==> config.mk <==
export PLATFORM = sky130hd
export DESIGN_NAME = wb_stage_flat
export DESIGN_NICKNAME = d
export VERILOG_FILES = /design/src/rtl/wb_stage_pkg.sv /design/src/rtl/wb_stage_if.sv /design/src/rtl/wb_stage_load_ext.sv /design/src/rtl/wb_stage.sv /design/src/flat_wrapper.sv
export SDC_FILE = /design/constraint.sdc
export NUM_CORES = 1
export LEC_CHECK = 0
export CORE_UTILIZATION = 40
export CTS_CLUSTER_SIZE = 24
export DETAILED_ROUTE_END_ITERATION = 7
export PLACE_DENSITY_LB_ADDON = 0.15
export SETUP_SLACK_MARGIN = 0.1
export SYNTH_ARGS = -nofsm -noshare
export SYNTH_HDL_FRONTEND = slang
export SYNTH_HIERARCHICAL = 1
export SYNTH_SLANG_ARGS = --single-unit
==> constraint.sdc <==
create_clock -name clk -period 8.4 [get_ports clk]
set_input_delay 0.84 -clock clk [delete_from_list [all_inputs] [get_ports clk]]
set_output_delay 0.84 -clock clk [all_outputs]
set_load 0.01 [all_outputs]
==> src/rtl/wb_stage_pkg.sv <==
// Shared encodings for the write-back stage: write-address select, write-data
// select and the load opcodes that need byte/half extension.
package wb_stage_pkg;

  localparam logic [1:0] WADRS_RD = 2'd0;
  localparam logic [1:0] WADRS_RT = 2'd1;
  localparam logic [1:0] WADRS_31 = 2'd2;

  localparam logic [2:0] WDATA_ALURES = 3'd0;
  localparam logic [2:0] WDATA_MEMRES = 3'd1;
  localparam logic [2:0] WDATA_PC     = 3'd2;
  localparam logic [2:0] WDATA_CP0    = 3'd3;
  localparam logic [2:0] WDATA_HI     = 3'd4;
  localparam logic [2:0] WDATA_LO     = 3'd5;

  localparam logic [5:0] OP_LB  = 6'h20;
  localparam logic [5:0] OP_LH  = 6'h21;
  localparam logic [5:0] OP_LW  = 6'h23;
  localparam logic [5:0] OP_LBU = 6'h24;
  localparam logic [5:0] OP_LHU = 6'h25;

endpackage

==> src/rtl/wb_stage_if.sv <==
// Bundle between the M stage / W-stage decoder (master) and the W stage (slave).
// No valid/ready handshake: valid_m is captured whenever stall_w and flush_w are
// both low, flush_w wins over stall_w, and RegWE/WAdrs/WDataSrc describe instr_w.
interface wb_stage_if;
  logic        stall_w;
  logic        flush_w;
  logic        valid_m;
  logic [31:0] instr_m;
  logic [31:0] pc_m;
  logic [31:0] alures_m;
  logic [31:0] memrdata_m;
  logic [31:0] cp0_m;
  logic [31:0] hi_m;
  logic [31:0] lo_m;
  logic [31:0] instr_w;
  logic        RegWE;
  logic [1:0]  WAdrs;
  logic [2:0]  WDataSrc;
  logic        rf_we;
  logic [4:0]  rf_waddr;
  logic [31:0] rf_wdata;
  logic        valid_w;

  modport master (
    output stall_w, flush_w, valid_m, instr_m, pc_m, alures_m, memrdata_m,
           cp0_m, hi_m, lo_m, RegWE, WAdrs, WDataSrc,
    input  instr_w, rf_we, rf_waddr, rf_wdata, valid_w
  );

  modport slave (
    input  stall_w, flush_w, valid_m, instr_m, pc_m, alures_m, memrdata_m,
           cp0_m, hi_m, lo_m, RegWE, WAdrs, WDataSrc,
    output instr_w, rf_we, rf_waddr, rf_wdata, valid_w
  );
endinterface

==> src/rtl/wb_stage_load_ext.sv <==
// Little-endian load extraction: picks the byte/half lane from addr and
// sign- or zero-extends it according to the load opcode.
module load_ext
  import wb_stage_pkg::*;
(
  input  logic [5:0]  opcode,
  input  logic [1:0]  addr,
  input  logic [31:0] rdata,
  output logic [31:0] ext_data
);

  logic [7:0]  byte_sel;
  logic [15:0] half_sel;

  always_comb begin
    byte_sel = rdata[7:0];
    case (addr)
      2'd0: byte_sel = rdata[7:0];
      2'd1: byte_sel = rdata[15:8];
      2'd2: byte_sel = rdata[23:16];
      2'd3: byte_sel = rdata[31:24];
      default: byte_sel = rdata[7:0];
    endcase
    // Halfword lane depends only on addr[1]; misaligned addr[0] is ignored.
    half_sel = addr[1] ? rdata[31:16] : rdata[15:0];
  end

  always_comb begin
    ext_data = rdata;
    case (opcode)
      OP_LB:   ext_data = {{24{byte_sel[7]}}, byte_sel};
      OP_LBU:  ext_data = {24'd0, byte_sel};
      OP_LH:   ext_data = {{16{half_sel[15]}}, half_sel};
      OP_LHU:  ext_data = {16'd0, half_sel};
      OP_LW:   ext_data = rdata;
      default: ext_data = rdata;
    endcase
  end

endmodule

==> src/rtl/wb_stage.sv <==
// Write-back pipeline stage: M->W register plus register-file address/data
// selection, combinational from the W registers.
module wb_stage
  import wb_stage_pkg::*;
(
  input  logic       clk,
  input  logic       reset,
  wb_stage_if.slave  bus
);

  logic        valid_r;
  logic [31:0] instr_r;
  logic [31:0] pc_w;
  logic [31:0] alures_w;
  logic [31:0] memrdata_w;
  logic [31:0] cp0_w;
  logic [31:0] hi_w;
  logic [31:0] lo_w;
  logic [31:0] load_data;
  logic [31:0] pc_plus8;
  logic [4:0]  waddr;
  logic [31:0] wdata;

  // A flush only needs to kill valid and instr; the data registers are don't-care.
  always_ff @(posedge clk or posedge reset) begin
    if (reset) begin
      valid_r    <= 1'b0;
      instr_r    <= 32'd0;
      pc_w       <= 32'd0;
      alures_w   <= 32'd0;
      memrdata_w <= 32'd0;
      cp0_w      <= 32'd0;
      hi_w       <= 32'd0;
      lo_w       <= 32'd0;
    end else if (bus.flush_w) begin
      valid_r    <= 1'b0;
      instr_r    <= 32'd0;
    end else if (!bus.stall_w) begin
      valid_r    <= bus.valid_m;
      instr_r    <= bus.instr_m;
      pc_w       <= bus.pc_m;
      alures_w   <= bus.alures_m;
      memrdata_w <= bus.memrdata_m;
      cp0_w      <= bus.cp0_m;
      hi_w       <= bus.hi_m;
      lo_w       <= bus.lo_m;
    end
  end

  load_ext u_load_ext (
    .opcode   (instr_r[31:26]),
    .addr     (alures_w[1:0]),
    .rdata    (memrdata_w),
    .ext_data (load_data)
  );

  assign pc_plus8 = pc_w + 32'd8;

  always_comb begin
    waddr = 5'd0;
    case (bus.WAdrs)
      WADRS_RD: waddr = instr_r[15:11];
      WADRS_RT: waddr = instr_r[20:16];
      WADRS_31: waddr = 5'd31;
      default:  waddr = 5'd0;
    endcase
  end

  always_comb begin
    wdata = alures_w;
    case (bus.WDataSrc)
      WDATA_ALURES: wdata = alures_w;
      WDATA_MEMRES: wdata = load_data;
      WDATA_PC:     wdata = pc_plus8;
      WDATA_CP0:    wdata = cp0_w;
      WDATA_HI:     wdata = hi_w;
      WDATA_LO:     wdata = lo_w;
      default:      wdata = alures_w;
    endcase
  end

  assign bus.instr_w  = instr_r;
  assign bus.valid_w  = valid_r;
  assign bus.rf_waddr = waddr;
  assign bus.rf_wdata = wdata;
  assign bus.rf_we    = bus.RegWE && valid_r && (waddr != 5'd0);

endmodule
==> src/flat_wrapper.sv <==
// flat-port wrapper written by rule: the top's interface ports become plain ports
module wb_stage_flat import wb_stage_pkg::*;
  (clk, reset, bus_stall_w, bus_flush_w, bus_valid_m, bus_instr_m, bus_pc_m, bus_alures_m, bus_memrdata_m, bus_cp0_m, bus_hi_m, bus_lo_m, bus_RegWE, bus_WAdrs, bus_WDataSrc, bus_instr_w, bus_rf_we, bus_rf_waddr, bus_rf_wdata, bus_valid_w);
  wb_stage_if bus_i ();
  input  logic clk;
  input  logic reset;
  input wire logic [$bits(bus_i.stall_w)-1:0] bus_stall_w;
  input wire logic [$bits(bus_i.flush_w)-1:0] bus_flush_w;
  input wire logic [$bits(bus_i.valid_m)-1:0] bus_valid_m;
  input wire logic [$bits(bus_i.instr_m)-1:0] bus_instr_m;
  input wire logic [$bits(bus_i.pc_m)-1:0] bus_pc_m;
  input wire logic [$bits(bus_i.alures_m)-1:0] bus_alures_m;
  input wire logic [$bits(bus_i.memrdata_m)-1:0] bus_memrdata_m;
  input wire logic [$bits(bus_i.cp0_m)-1:0] bus_cp0_m;
  input wire logic [$bits(bus_i.hi_m)-1:0] bus_hi_m;
  input wire logic [$bits(bus_i.lo_m)-1:0] bus_lo_m;
  input wire logic [$bits(bus_i.RegWE)-1:0] bus_RegWE;
  input wire logic [$bits(bus_i.WAdrs)-1:0] bus_WAdrs;
  input wire logic [$bits(bus_i.WDataSrc)-1:0] bus_WDataSrc;
  output wire logic [$bits(bus_i.instr_w)-1:0] bus_instr_w;
  output wire logic [$bits(bus_i.rf_we)-1:0] bus_rf_we;
  output wire logic [$bits(bus_i.rf_waddr)-1:0] bus_rf_waddr;
  output wire logic [$bits(bus_i.rf_wdata)-1:0] bus_rf_wdata;
  output wire logic [$bits(bus_i.valid_w)-1:0] bus_valid_w;
  assign bus_i.stall_w = bus_stall_w;
  assign bus_i.flush_w = bus_flush_w;
  assign bus_i.valid_m = bus_valid_m;
  assign bus_i.instr_m = bus_instr_m;
  assign bus_i.pc_m = bus_pc_m;
  assign bus_i.alures_m = bus_alures_m;
  assign bus_i.memrdata_m = bus_memrdata_m;
  assign bus_i.cp0_m = bus_cp0_m;
  assign bus_i.hi_m = bus_hi_m;
  assign bus_i.lo_m = bus_lo_m;
  assign bus_i.RegWE = bus_RegWE;
  assign bus_i.WAdrs = bus_WAdrs;
  assign bus_i.WDataSrc = bus_WDataSrc;
  assign bus_instr_w = bus_i.instr_w;
  assign bus_rf_we = bus_i.rf_we;
  assign bus_rf_waddr = bus_i.rf_waddr;
  assign bus_rf_wdata = bus_i.rf_wdata;
  assign bus_valid_w = bus_i.valid_w;
  wb_stage u_core (.clk(clk), .reset(reset), .bus(bus_i));
endmodule
=== After elaboration in Yosys (flattened, before gate mapping) ===
Cells that the tools add are included.

* Bits of input ports: 235
* Memory bits (writable): 0
* Bits in read-only memories: 0
* Latch bits: 0
* Logic and storage cells: 41
* Register bits after elaboration: 225
* Memories: 0

* Mux-type cells: 9
* Shifts and indexed selects: 0
* Div/mod/pow operators: 0
* Bitwise logic cells: 2
* Multipliers: 0
* Equality and inequality tests: 15
* Reductions and logical operators: 6
* Magnitude comparators: 0
* Add/sub/neg operators: 1

{| class="wikitable"
|+ Operators with widths
! cell !! number
|-
| case mux 32 bit (5 select lines) || 1
|-
| case mux 32 bit (4 select lines) || 1
|-
| 2-to-1 mux 32 bit || 2
|-
| adder 32 x 4 -> 32 bit, second input constant || 1
|-
| case mux 8 bit (4 select lines) || 1
|-
| == test 6 bit, second input constant || 4
|-
| 2-to-1 mux 16 bit || 1
|-
| case mux 5 bit (3 select lines) || 1
|-
| == test 2 bit, second input constant || 3
|-
| == test 3 x 2 -> 1 bit, second input constant || 2
|-
| == test 3 bit, second input constant || 2
|-
| nonzero test 5 bit || 1
|-
| == test 2 x 1 -> 1 bit, second input constant || 2
|-
| zero test 2 bit || 2
|-
| == test 3 x 1 -> 1 bit, second input constant || 1
|-
| logical AND 1 bit || 2
|-
| 2-to-1 mux 1 bit || 2
|-
| inequality test 2 x 1 -> 1 bit, second input constant || 1
|-
| NOT 1 bit || 2
|-
| AND reduction 2 bit || 1
|}

=== Logic depth before layout (Yosys ltp) ===
Gate-level depths: netlist (run 1).

* Depth in word-level cells: 4
* Gate-level depth with buffers: 9
* Gate-level depth less buffers: 7

=== Hierarchy ===
The synthesis (run 1) kept the hierarchy.

{| class="wikitable"
|+ Modules (own cells, without submodules)
! module !! area each (um2) !! times used !! cells each
|-
| wb_stage || 10955.5 || 1 || 947
|-
| load_ext || 1014.7 || 1 || 128
|}

=== Worst setup path before layout (run 1) ===
No wires, ideal clock.

* Path kind: reg2out
* From: register u_core.instr_r[29] (netlist: u_core/bus.instr_w[29])
* To: output bus_rf_wdata[24]
* Arrival: 2.505 ns
* Path slack: 5.055 ns
* Stages on the path, launching flop included: 9
* Path through: dfrtp_1 > nor4b_4 > nand2_2 > buf_2 > o211ai_2 > nor4b_1 > a221oi_1 > and4b_1 > nor3_1

* Longest elaborated chain between the ends: 3
* Elaborated cells between the ends (all ways): 6
* Those cells by class: eq/ne (4); mux (2)

{| class="wikitable"
|+ RTL lines
! element !! RTL line !! text
|-
| from (decl) || wb_stage.sv:12 || <nowiki>logic [31:0] instr_r;</nowiki>
|-
| from (signal assigned) || wb_stage.sv:40 || <nowiki>instr_r <= bus.instr_m;</nowiki>
|-
| == test 6 bit || wb_stage_load_ext.sv:30 || <nowiki>case (opcode)</nowiki>
|-
| case mux 32 bit (4 select lines) (*) || wb_stage_load_ext.sv:30 ||
|-
| via u_core.load_data[24] || wb_stage.sv:19 || <nowiki>logic [31:0] load_data;</nowiki>
|-
| case mux 32 bit (5 select lines) (*) || wb_stage.sv:71 || <nowiki>case (bus.WDataSrc)</nowiki>
|-
| to (decl) || flat_wrapper.sv:23 || <nowiki>output wire logic [$bits(bus_i.rf_wdata)-1:0] bus_rf_wdata;</nowiki>
|}

Mark *: on every way through the listed nets, which the timed path passes. The rest lies on a longest branch.

=== Final worst setup path (run 1) ===
* From: register u_core.instr_r[29] (netlist: u_core/bus.instr_w[29])
* To: output bus_rf_wdata[3]

Same word-level chain as after synthesis.

==> impl_metrics.tcl, run 1 <==
set metrics [dict create \
    clkPwrFrac_pct 36.1 \
    ff2ff_path_depth 2 \
    path_max_fanout 26 \
    clkSinkCount 225 \
    crit_arrival_ps 4230 \
    wirelength_um 37000 \
    grt_pass1_wl_um 56600 \
    grt_pass1_vias 9603 \
    area_growth_pct 34.9 \
    p_leak_nw 6.54 \
    start_util_pct 41.1 \
    period_share_pct 60.4 \
    fmax_mhz 197 \
    p_int_mw 2.37 \
    setup_ws_ps 3330 \
    drv_slew 0 \
    core_um2 29100 \
    power_density_nw_per_um2 203 \
    path_class "flip-flop to output pin" \
    worstHoldStart "u_core/hi_w[29]" \
    overflow 0 \
    antenna_found_initial 5 \
    ys_seq_area_share_pct 47.0 \
    finalHoldViolations 0 \
    cts_buffers 26 \
    hold_path_class "flip-flop to flip-flop" \
    cts_tree "done" \
    r2r-end "u_core/bus.instr_w[26]" \
    place_area_um2 15200 \
    r2r_slack_ps 7260 \
    fin_skew_ps 0 \
    final_area_um2 16200 \
    die_w_um 175 \
    yosys_warnings 6 \
    vias_per_cell 5.57 \
    critPathLaunchType "flip-flop" \
    layout-drive-gt1-share_pct 21.4 \
    setup-tns-final_ps 0 \
    hold_path_depth 1 \
    ios 306 \
    drtIter0Drc 794 \
    drtPass1Iterations 5 \
    nFillCells 2567 \
    synth_area_um2 12000 \
    ctsResizeCount 0 \
    seq_power_share_pct 41.9 \
    status "finished clean" \
    synth_top_cell_area_share_pct 47.0 \
    setup_viol 0 \
    critPathCaptureType "output pin" \
    place_congestion 0.908 \
    synth_edf_count 0 \
    async_flop_share_pct 100 \
    switching_share_pct 27.7 \
    synth_top_cells_by_area "dfrtp_1, mux2_2, mux2i_1" \
    layout.nets 1571 \
    postRouteAntennaNets 0 \
    hold_path_end "u_core/hi_w[29]" \
    rsz0062_at_grt "no" \
    dieArea_um2 30600 \
    crit_required_ps 7560 \
    h-tree-depth 1 \
    die_h_um 175 \
    r2r_start "u_core/bus.instr_w[26]" \
    clk_latency_ps 530 \
    hpwlAfterDp_um 26700 \
    syn-num-nets 1311 \
    slew_headroom_pct 23.5 \
    cts_root_buf "clkbuf_16" \
    post_drt_wl_per_cell_um 21.3 \
    switchingPower_uw 910 \
    worst_slew_pin_slew_ps 1140 \
    power_frac_comb_pct 22.0 \
    remaining_drc_errors 0 \
    postCtsHoldBufs 0 \
    cts_setup_buffers 0 \
    post-place-ws_ps 3830 \
    synth_area_per_cell_um2 11.1 \
    ys_ff_latch 225 \
    ys_types 69 \
    netlist_instances 1075 \
    track_usage_pct 24.0 \
    clk_pin_slew_ps 60 \
    drv_cap 0 \
    std_cell_rows 62 \
    clockBufferDepth 3 \
    synthFlopType "dfrtp_1" \
    vias 9704 \
    portBuffers 305 \
    grt_max_degree 171 \
    fin_crit_ps 5070 \
    timing.hold.ws_ps 504 \
    yosys.area.top_type "dfrtp_1" \
    ir_drop_mv 0.152 \
]
-- stage by stage --
stage | power (mW) | cells | utilization, %
after floorplan | 1.77 | 1075 | -
after global placement | 2.10 | 1691 | 52.4
after global routing | 3.43 | 1740 | 55.5
after detailed placement | 2.11 | 1691 | 52.4
final | 3.28 | 1741 | 55.5
after CTS | 3.31 | 1739 | 55.5
-- cell type report --
type / count / area, um^2 / area share, %
diodes: 2 / 5.00 / 0.0310
flip-flops and latches: 225 / 5630 / 34.9
clock inverters: 9 / 125 / 0.775
clock buffers: 39 / 781 / 4.83
repair buffers: 318 / 3150 / 19.5
inverters: 19 / 78.8 / 0.488
well taps: 384 / 480 / 2.97
multi-input cells: 745 / 5900 / 36.5
-- critical path: stages, from the launching register on --
cell and delay, ps:
dfrtp_1 430, or4b_1 990, nor2_2 460, a221o_1 200, inv_1 60, o311ai_0 390
o21ai_0 160, a211oi_1 380, clkdlybuf4s50_1 610
-- worst max path at each step --
stage	to	slack (ps)	from	cells after the start
detailed placement	bus_rf_wdata[27]	3830	bus_WDataSrc[0]	8
global placement	bus_rf_wdata[27]	3900	bus_WDataSrc[0]	8
global route	bus_rf_wdata[3]	3150	u_core/bus.instr_w[29]	8
CTS	bus_rf_wdata[3]	3370	u_core/bus.instr_w[29]	8
finish	bus_rf_wdata[3]	3330	u_core/bus.instr_w[29]	8
floorplan	u_core/alures_w[0]	1400	reset	1
-- routing by layer --
layer,routed length [um],vias up,GRT usage [%]
met5,26,-,0
li1,-,4491,-
met4,769,4,5.98
met3,2820,54,5.42
met1,16000,4761,32.6
met2,17400,394,38.8
-- cell usage in the layout, fill, tap and decap left out, types with 4 or more instances in the layout --
cell type	netlist	routed
clkdlybuf4s50_1	0	301
dfrtp_1	225	225
mux2_2	197	197
nor2_1	83	82
nand2_1	69	69
mux2i_1	59	59
o21ai_0	35	35
a21oi_1	32	31
clkbuf_16	0	27
nand3_1	26	26
nor3_1	19	19
inv_1	19	18
nor2b_1	15	15
buf_4	5	14
nor4_1	14	14
a2bb2oi_1	13	13
o221ai_1	12	12
nand4_1	11	11
o22ai_1	11	11
o211ai_1	10	10
a221o_1	10	10
o211ai_2	10	10
and3_1	9	9
a221oi_1	8	8
a31oi_1	7	7
a211oi_1	7	7
mux4_2	7	7
clkbuf_1	56	6
clkbuf_8	1	6
nand2b_1	6	6
nor4b_1	6	6
xnor2_1	6	6
o21a_1	5	5
or4_1	5	5
clkinv_2	0	4
a21o_1	4	4
a32oi_1	4	4
-- logic make-up (layout without fill, tap and decap cells) --
group                      Yosys count  in the layout  synth area share (%)
buffers and inverters              105            385                  3.78
muxes                              263            263                  24.8
other                                0              2                     0
xor gates and xnor gates             8              8                 0.585
DFF                                225            225                  47.0
AOI/OAI and AO/OA                  187            187                  11.6
adders and majority gates            1              1                 0.105
and+or+nand+nor                    286            286                  12.1
-- flip-flops by register name, summed over array words and instances, names as in the netlist --
name,count
u_core/bus.instr_w,32
u_core/hi_w,32
u_core/bus.valid_w,1
u_core/pc_w,32
u_core/memrdata_w,32
u_core/cp0_w,32
u_core/alures_w,32
u_core/lo_w,32
-- synthesized netlist by cell type, types with 8 or more instances --
cell type and instances:
dfrtp_1 225, mux2_2 197, nor2_1 83, nand2_1 69
mux2i_1 59, clkbuf_1 56, o21ai_0 35, a21oi_1 32
nand3_1 26, inv_1 19, nor3_1 19, nor2b_1 15
nor4_1 14, a2bb2oi_1 13, o221ai_1 12, nand4_1 11
o22ai_1 11, a221o_1 10, buf_1 10, o211ai_1 10
o211ai_2 10, and3_1 9, buf_2 9, a221oi_1 8
-- power groups by stage --
stage	registers (mW)	clock network, mW	logic (mW)
after floorplan	1.33	0	0.443
after global placement	1.38	0	0.715
after detailed placement	1.39	0	0.722
after CTS	1.37	1.21	0.727
after global routing	1.39	1.25	0.780
final	1.37	1.18	0.721
Power figures use the tool's default switching activity.
==> run 2, diff against run 1 <==
==> constraint.sdc (replaced) <==
create_clock -name clk -period 4.1 [get_ports clk]
set_input_delay 0.41 -clock clk [delete_from_list [all_inputs] [get_ports clk]]
set_output_delay 0.41 -clock clk [all_outputs]
set_load 0.01 [all_outputs]
==> run 2 against run 1 <==
Against the previous run: clock skew is the same; hold slack worse by 130 ps; core utilization is 1.2 points higher; register-to-register slack got worse by 4400 ps; highest routed layer unchanged; critical path depth did not move.
==> impl_metrics.tcl, run 2 (synthesized netlist as in run 1, its figures left out) <==
set metrics [dict create \
    portBuffers 305 \
    critPathCaptureType "output pin" \
    grt_pass1_vias 9913 \
    crit_required_ps 3690 \
    track_usage_pct 24.7 \
    crit_arrival_ps 3510 \
    die_h_um 175 \
    power_density_nw_per_um2 418 \
    cp_common_cell "a221o_1" \
    antenna_found_initial 5 \
    wirelength_um 38100 \
    slew_headroom_pct 16.9 \
    status "finished clean" \
    final_area_um2 16500 \
    std_cell_rows 62 \
    postCtsHoldBufs 0 \
    period_share_pct 95.7 \
    path_class "flip-flop to output pin" \
    hold_path_class "input port to asynchronous set/reset pin" \
    clk_pin_slew_ps 60 \
    ir_drop_mv 0.275 \
    final_core_util_pct 56.7 \
    postRouteAntennaNets 0 \
    r2r_start "u_core/bus.instr_w[26]" \
    worst_slew_pin_slew_ps 1250 \
    rsz0062_at_grt "no" \
    layout.nets 1595 \
    place_congestion 0.904 \
    vias_per_cell 5.60 \
    cts_tree "done" \
    hpwlAfterDp_um 27900 \
    cts_buffers 26 \
    critPathLaunchType "flip-flop" \
    crit_start "u_core/bus.instr_w[27]" \
    finalHoldViolations 0 \
    crit_family "buffers and inverters" \
    start_util_pct 41.1 \
    drtPass1Iterations 6 \
    fin_crit_ps 3920 \
    dieArea_um2 30600 \
    fmax_mhz 255 \
    vias 9886 \
    area_growth_pct 37.7 \
    clk_latency_ps 540 \
    setup_viol 0 \
    cp_slowest_cell "clkdlybuf4s50_1" \
    final_common_cell "clkdlybuf4s50_1" \
    layout-drive-gt1-share_pct 23.9 \
    p_leak_nw 6.69 \
    cts_root_buf "clkbuf_16" \
    slowest_delay_ps 500 \
    clockBufferDepth 3 \
    post_drt_wl_per_cell_um 21.6 \
    overflow 0 \
    cp_cell_sequence "nor4b_4 > buf_4 > mux2_2 > a221o_1 > mux2i_1 > a211oi_1 > a221o_1 > clkdlybuf4s50_1" \
    ios 306 \
    mostFrequentLayoutCells "clkdlybuf4s50_1, dfrtp_1, mux2_2, nor2_1, nand2_1" \
    core_um2 29100 \
    grt_max_degree 179 \
    remaining_drc_errors 0 \
    grt_pass1_wl_um 57800 \
    finalPower_mw 6.89 \
    drv_slew 0 \
    drv_cap 0 \
    fin_skew_ps 0 \
    h-tree-depth 1 \
    setup-tns-final_ps 0 \
    place_area_um2 15400 \
    path_max_fanout 17 \
    clkSinkCount 225 \
    drtIter0Drc 835 \
    cp_num_buf_inv 2 \
    die_w_um 175 \
]
run 2: cell types whose count changed in the layout (fill, tap and decap cells not counted), moves of 3 or more:
cell	delta
a221oi_1	-4
a221oi_2	+4
buf_12	+3
buf_4	+21
clkbuf_1	-5
clkinvlp_4	+4
run 2: worst paths after layout:
| path | to | slack [ps] | cells after the start |
|---|---|---|---|
| setup / recovery | bus_rf_wdata[5] | 180 | 8 |
| hold / removal | u_core/hi_w[28] | 370 | 3 |
| setup reg to reg | u_core/bus.instr_w[26] | 2880 | 3 |
| hold reg to reg | u_core/pc_w[1] | 500 | 1 |
| max in group asynchronous | u_core/hi_w[1] | 2670 | 3 |
| min in group clk | u_core/pc_w[23] | 440 | 3 |
run 2: through the flow:
step	setup WS, ps	hold WS [ps]	cells
after detailed placement	571	491	1713
after CTS	31.5	425	1762
after global placement	575	483	1713
final	178	370	1764
after global routing	92.0	435	1764
after floorplan	752	472	1075
run 2: area by class of cell:
type,count,area [um^2]
Clock buffer,32,723
Timing Repair Buffer,342,3370
Fill cell,2545,12600
Inverter,19,75.1
Tap cell,384,480
Sequential cell,225,5630
Multi-Input combinational cell,745,5970
Antenna cell,1,2.50
Clock inverter,16,233
run 2: tightest hold or removal path, delay by kind of cell:
family / cells / cell delay, ps
buffers and inverters: 3 / 1010
run 2: timing repair:
action,4_1_cts,5_1_grt
setup buffers,1,1
pin swaps,1,2
setup endpoints to repair,11,10
resized for setup,7,8
run 2: layer usage:
| layer | wire length, um | up-vias | global-route usage (%) |
|---|---|---|---|
| met1 | 16000 | 4855 | 32.0 |
| met5 | 38 | - | 0 |
| met3 | 3040 | 79 | 6.70 |
| met4 | 1140 | 6 | 7.86 |
| met2 | 17900 | 406 | 39.8 |
| li1 | - | 4540 | - |
run 2: report_power, final:
| part | switching [mW] | internal (mW) | total [mW] |
|---|---|---|---|
| sequential | 0.298 | 2.52 | 2.82 |
| combinational | 0.664 | 0.864 | 1.53 |
| clock | 0.975 | 1.57 | 2.55 |
==> run 3, diff against run 2 <==
--- a/config.mk
+++ b/config.mk
@@ -8,6 +8,7 @@
 export CORE_UTILIZATION = 40
 export CTS_CLUSTER_SIZE = 24
 export DETAILED_ROUTE_END_ITERATION = 7
+export GPL_ROUTABILITY_DRIVEN = 0
 export PLACE_DENSITY_LB_ADDON = 0.15
 export SETUP_SLACK_MARGIN = 0.1
 export SYNTH_ARGS = -nofsm -noshare
==> run 3 against run 2 <==
Against the previous run: cell count shrank 0.34%; largest power group unchanged; combinational power is essentially flat; setup slack lost 29 ps; largest cell class unchanged; clock power shrank 2%; sequential power is essentially flat.
==> impl_metrics.tcl, run 3 (synthesized netlist as in run 1, its figures left out) <==
set metrics [dict create \
    hpwlAfterDp_um 28200 \
    cp_common_cell "a221o_1" \
    critPathLaunchType "flip-flop" \
    postRouteAntennaNets 0 \
    crit_arrival_ps 3540 \
    drtPass1Iterations 5 \
    overflow 0 \
    area_growth_pct 37.3 \
    cts_tree "done" \
    hold_path_class "input port to asynchronous set/reset pin" \
    crit_required_ps 3690 \
    slowest_delay_ps 590 \
    ios 306 \
    r2r_start "u_core/bus.instr_w[26]" \
    r2r-end "u_core/bus.instr_w[26]" \
    die_w_um 175 \
    timing.hold.ws_ps 416 \
    grt_max_degree 115 \
    final_common_cell "clkdlybuf4s50_1" \
    start_util_pct 41.1 \
    slew_headroom_pct 31.8 \
    place_area_um2 15400 \
    finalPower_mw 6.84 \
    grt_pass1_vias 9925 \
    core_um2 29100 \
    critPathCaptureType "output pin" \
    cp_cell_sequence "nor4b_4 > buf_4 > nand2_2 > o211ai_1 > nor3_1 > a221o_1 > a221o_1 > a31oi_1 > clkdlybuf4s50_1" \
    drtIter0Drc 820 \
    ir_drop_mv 0.384 \
    fin_skew_ps 0 \
    clk_pin_slew_ps 70 \
    ff2ff_path_depth 3 \
    r2r_slack_ps 3040 \
    clk_latency_ps 540 \
    postCtsHoldBufs 0 \
    finalHoldViolations 0 \
    multi_input_area_um2 5970 \
    fin_crit_ps 3950 \
    cts_root_buf "clkbuf_16" \
    track_usage_pct 25.1 \
    p_leak_nw 6.67 \
    rsz0062_at_grt "yes" \
    post_drt_wl_per_cell_um 21.9 \
    drv_slew 0 \
    dp_cells 1707 \
    period_share_pct 96.4 \
    path_class "flip-flop to output pin" \
    path_max_fanout 16 \
    dieArea_um2 30600 \
    vias_per_cell 5.59 \
    cp_slowest_cell "clkdlybuf4s50_1" \
    seqCellArea_um2 5630 \
    nFillCells 2532 \
    setup-tns-final_ps 0 \
    final_area_um2 16400 \
    h-tree-depth 1 \
    fmax_mhz 253 \
    layout-drive-gt1-share_pct 23.4 \
    drv_cap 0 \
    portBuffers 305 \
    antenna_found_initial 4 \
    grt_pass1_wl_um 59100 \
    clockBufferDepth 3 \
    wirelength_um 38500 \
    die_h_um 175 \
    layout.nets 1588 \
    vias 9831 \
    clkSinkCount 225 \
    worst_slew_pin_slew_ps 1020 \
    std_cell_rows 62 \
    cts_buffers 26 \
    power_density_nw_per_um2 416 \
    status "finished clean" \
    mostFrequentLayoutCells "clkdlybuf4s50_1, dfrtp_1, mux2_2, nor2_1, nand2_1" \
    remaining_drc_errors 0 \
    setup_viol 0 \
    fin_cells 1758 \
]
-- run 3: metal layers --
| metal | vias to the layer above | GRT usage (%) | part of all wire [%] |
|---|---|---|---|
| met5 | - | 0 | 0.029 |
| met4 | 2 | 7.25 | 2.5 |
| met3 | 61 | 5.79 | 7.5 |
| met2 | 350 | 40.7 | 48 |
| met1 | 4882 | 33.5 | 42 |
| li1 | 4536 | - | - |
-- run 3: what timing repair did --
| action | CTS | global route |
|---|---|---|
| setup buffers | 1 | 0 |
| pin swaps | 1 | 1 |
| endpoints found under the setup margin | 22 | 17 |
| resized for setup | 8 | 10 |
-- run 3: final cells by class --
| type | count | area share [%] |
|---|---|---|
| multi-input cells | 745 | 36.3 |
| flip-flops and latches | 225 | 34.3 |
| repair buffers | 335 | 20.2 |
| clock buffers | 40 | 4.95 |
| well taps | 384 | 2.92 |
| clock inverters | 7 | 0.776 |
| inverters | 19 | 0.457 |
| diodes | 3 | 0.0457 |
-- run 3: worst max-delay path by stage --
| stage | startpoint | endpoint | cells past startpoint |
|---|---|---|---|
| 2_1_floorplan | reset | u_core/alures_w[0] | 1 |
| 3_3_place_gp | u_core/bus.instr_w[29] | bus_rf_wdata[24] | 8 |
| 3_5_place_dp | u_core/bus.instr_w[29] | bus_rf_wdata[24] | 8 |
| 4_1_cts | u_core/bus.instr_w[27] | bus_rf_wdata[25] | 9 |
| 5_1_grt | u_core/bus.instr_w[27] | bus_rf_wdata[31] | 9 |
| 6_report | u_core/bus.instr_w[27] | bus_rf_wdata[31] | 9 |
-- run 3: per-stage QoR --
stage	setup WS, ps	util (%)
2_1_floorplan	752	-
3_3_place_gp	540	53.0
3_5_place_dp	519	53.0
4_1_cts	119	56.4
5_1_grt	25.5	56.5
6_report	149	56.5
-- run 3: worst max-delay path: cells and delay by family, from the launching register on --
family / cells / cell delay [ps]
buffers and inverters: 2 / 770
AND/OR/NAND/NOR: 3 / 620
AO/OA/AOI/OAI: 4 / 1160
flip-flops: 1 / 430
-- run 3: power by group --
part | leakage, nW | total [mW] | switching [mW] | internal (mW)
sequential | 2.69 | 2.82 | 0.303 | 2.52
combinational | 3.52 | 1.52 | 0.663 | 0.861
clock | 0.461 | 2.50 | 0.947 | 1.55
total | 6.67 | 6.84 | 1.91 | 4.93
==> RTL change (config.mk and constraints of run 3) <==
Reset style: synchronous (`reset`), changed in one clocked block.
--- a/src/rtl/wb_stage.sv
+++ b/src/rtl/wb_stage.sv
@@ -22,7 +22,7 @@
   logic [31:0] wdata;
 
   // A flush only needs to kill valid and instr; the data registers are don't-care.
-  always_ff @(posedge clk or posedge reset) begin
+  always_ff @(posedge clk) begin
     if (reset) begin
       valid_r    <= 1'b0;
       instr_r    <= 32'd0;
Behaviour: differs if reset is asserted again (counterexample within 4 cycles, from zero or initial values and one cycle with reset high); with reset held inactive, the same outputs for 4 cycles.
==> RTL change against run 3 <==
Routed wire length grew 3.5%. Power down 21%. Area after synthesis decreased by 8.4%. Sequential cell count unchanged. Count of clock-buffer cells in the layout fell by 8. Maximum frequency barely moved. Cell area down 8.4%. Setup slack got worse by 0.0010 ns. Non-clock buffer count up 2.
==> RTL change: results (changes against run 3) <==
- Result of the run: completed (unchanged)
- Most frequent cells after synthesis: 440 x nand2_1, 240 x a21oi_1, 225 x dfxtp_1 (was 225 x dfrtp_1, 197 x mux2_2, 83 x nor2_1)
- Critical path endpoint: bus_rf_wdata[13] (was bus_rf_wdata[31])
- Leading post-synthesis cells by cell area: dfxtp_1 41%, nand2_1 15%, a21oi_1 11% (was dfrtp_1 47%, mux2_2 19%, mux2i_1 4.9%)
- Bufs w/o clock: 337 (was 335)
- Register share of total power: 0.440 (was 0.412)
- Worst Tran Pin Value: 0.877 ns (was 1.02 ns)
- Global-route wire length before repair: 60.0 mm (was 59.1 mm)
- Post-synth ARST share: 0 (was 1.00)
- Clock Network Area Fraction: 0.0508 (was 0.0572)
- Global Route Usage Sum: 0.272 (was 0.251)
- Post-layout net count: 1,941 (was 1,588)
- Dpl ws: 0.529 ns (was 0.519 ns)
- Non-clock buffering overhead: 0.221 (was 0.202)
- Fraction of layout instances using a drive strength above 1: 0.0784 (was 0.234)
- Number of clock buffers inserted by TritonCTS: 25 (was 26)
- Met1 global-route usage: 0.357 (was 0.335)
- Number of fillers in the final layout: 2,590 (was 2,532)
- Yosys cell types: 71 (was 69)
- Initial antenna violation count: 3 (was 4)
- Endpoint of the worst register-to-register path: u_core/bus.instr_w[26] (unchanged)
- Multi-input gate share of total cell area: 0.396 (was 0.363)
- Area share of fa/ha/maj cells after synthesis: 0.00114 (was 0.00105)
- Via density per instance: 5.49 (was 5.59)
- Count of routing violations after the opening detailed-route iteration: 1,205 (was 820)
- Met2 Resource Use GR: 0.432 (was 0.407)
- Min Clock Period, post-route: 3.95 ns (about the same)
- Worst reg2reg path startpoint: u_core/bus.instr_w[26] (unchanged)
- Clock share of power: 0.393 (was 0.365)
- WHS: 0.258 ns (was 0.416 ns)
- Power dissipated by switching net loads: 1.46 mW (was 1.91 mW)
[RTL change: cell count changes after synthesis, sizes merged, moves of 7 or more]
cell and delta:
mux2i -9, dfrtp -225, a21oi +209, dfxtp +225, buf +7, nand2 +371
a2bb2oi -10, nor2b -9, clkbuf +20, nand3 -16, nor2 +18, xor2 +10
mux2 -180
[RTL change: stage by stage]
step / util / cells / instance area (µm²)
6_report: 0.559 / 2065 / 15100
5_1_grt: 0.559 / 2065 / 15100
4_1_cts: 0.556 / 2056 / 15000
3_5_place_dp: 0.526 / 2009 / 14200
3_3_place_gp: 0.526 / 2009 / 14200
2_1_floorplan: - / 1454 / 11000
[RTL change: critical path, stage by stage (launching register included)]
cell	delay [ns]
dfxtp_1	0.47
mux4_2	0.61
a211oi_4	0.44
nor4_1	0.11
mux2_2	0.29
o22ai_1	0.14
nor2_1	0.07
o32a_1	0.39
clkdlybuf4s50_1	0.49
[RTL change: what timing repair did]
| action | 4_1_cts | 5_1_grt |
|---|---|---|
| resized for setup | 3 | 3 |
| hold buffers | 0 | 0 |
| buffers inserted | 2 | 8 |
| pin swaps | 1 | 2 |
| cloned | 0 | 0 |
| setup endpoints to repair | 13 | 14 |
[RTL change: worst min-delay path by stage]
stage,end,depth (start not counted)
6_report,u_core/lo_w[8],2
5_1_grt,u_core/lo_w[8],2
4_1_cts,u_core/cp0_w[12],2
3_5_place_dp,u_core/hi_w[7],2
3_3_place_gp,u_core/cp0_w[0],2
2_1_floorplan,u_core/cp0_w[8],2
[RTL change: metal layers]
| metal | routed length, µm | part of all wire |
|---|---|---|
| met1 | 16900 | 0.42 |
| met2 | 18000 | 0.45 |
| met3 | 3430 | 0.086 |
| met4 | 1440 | 0.036 |
| met5 | 27 | 0.00068 |
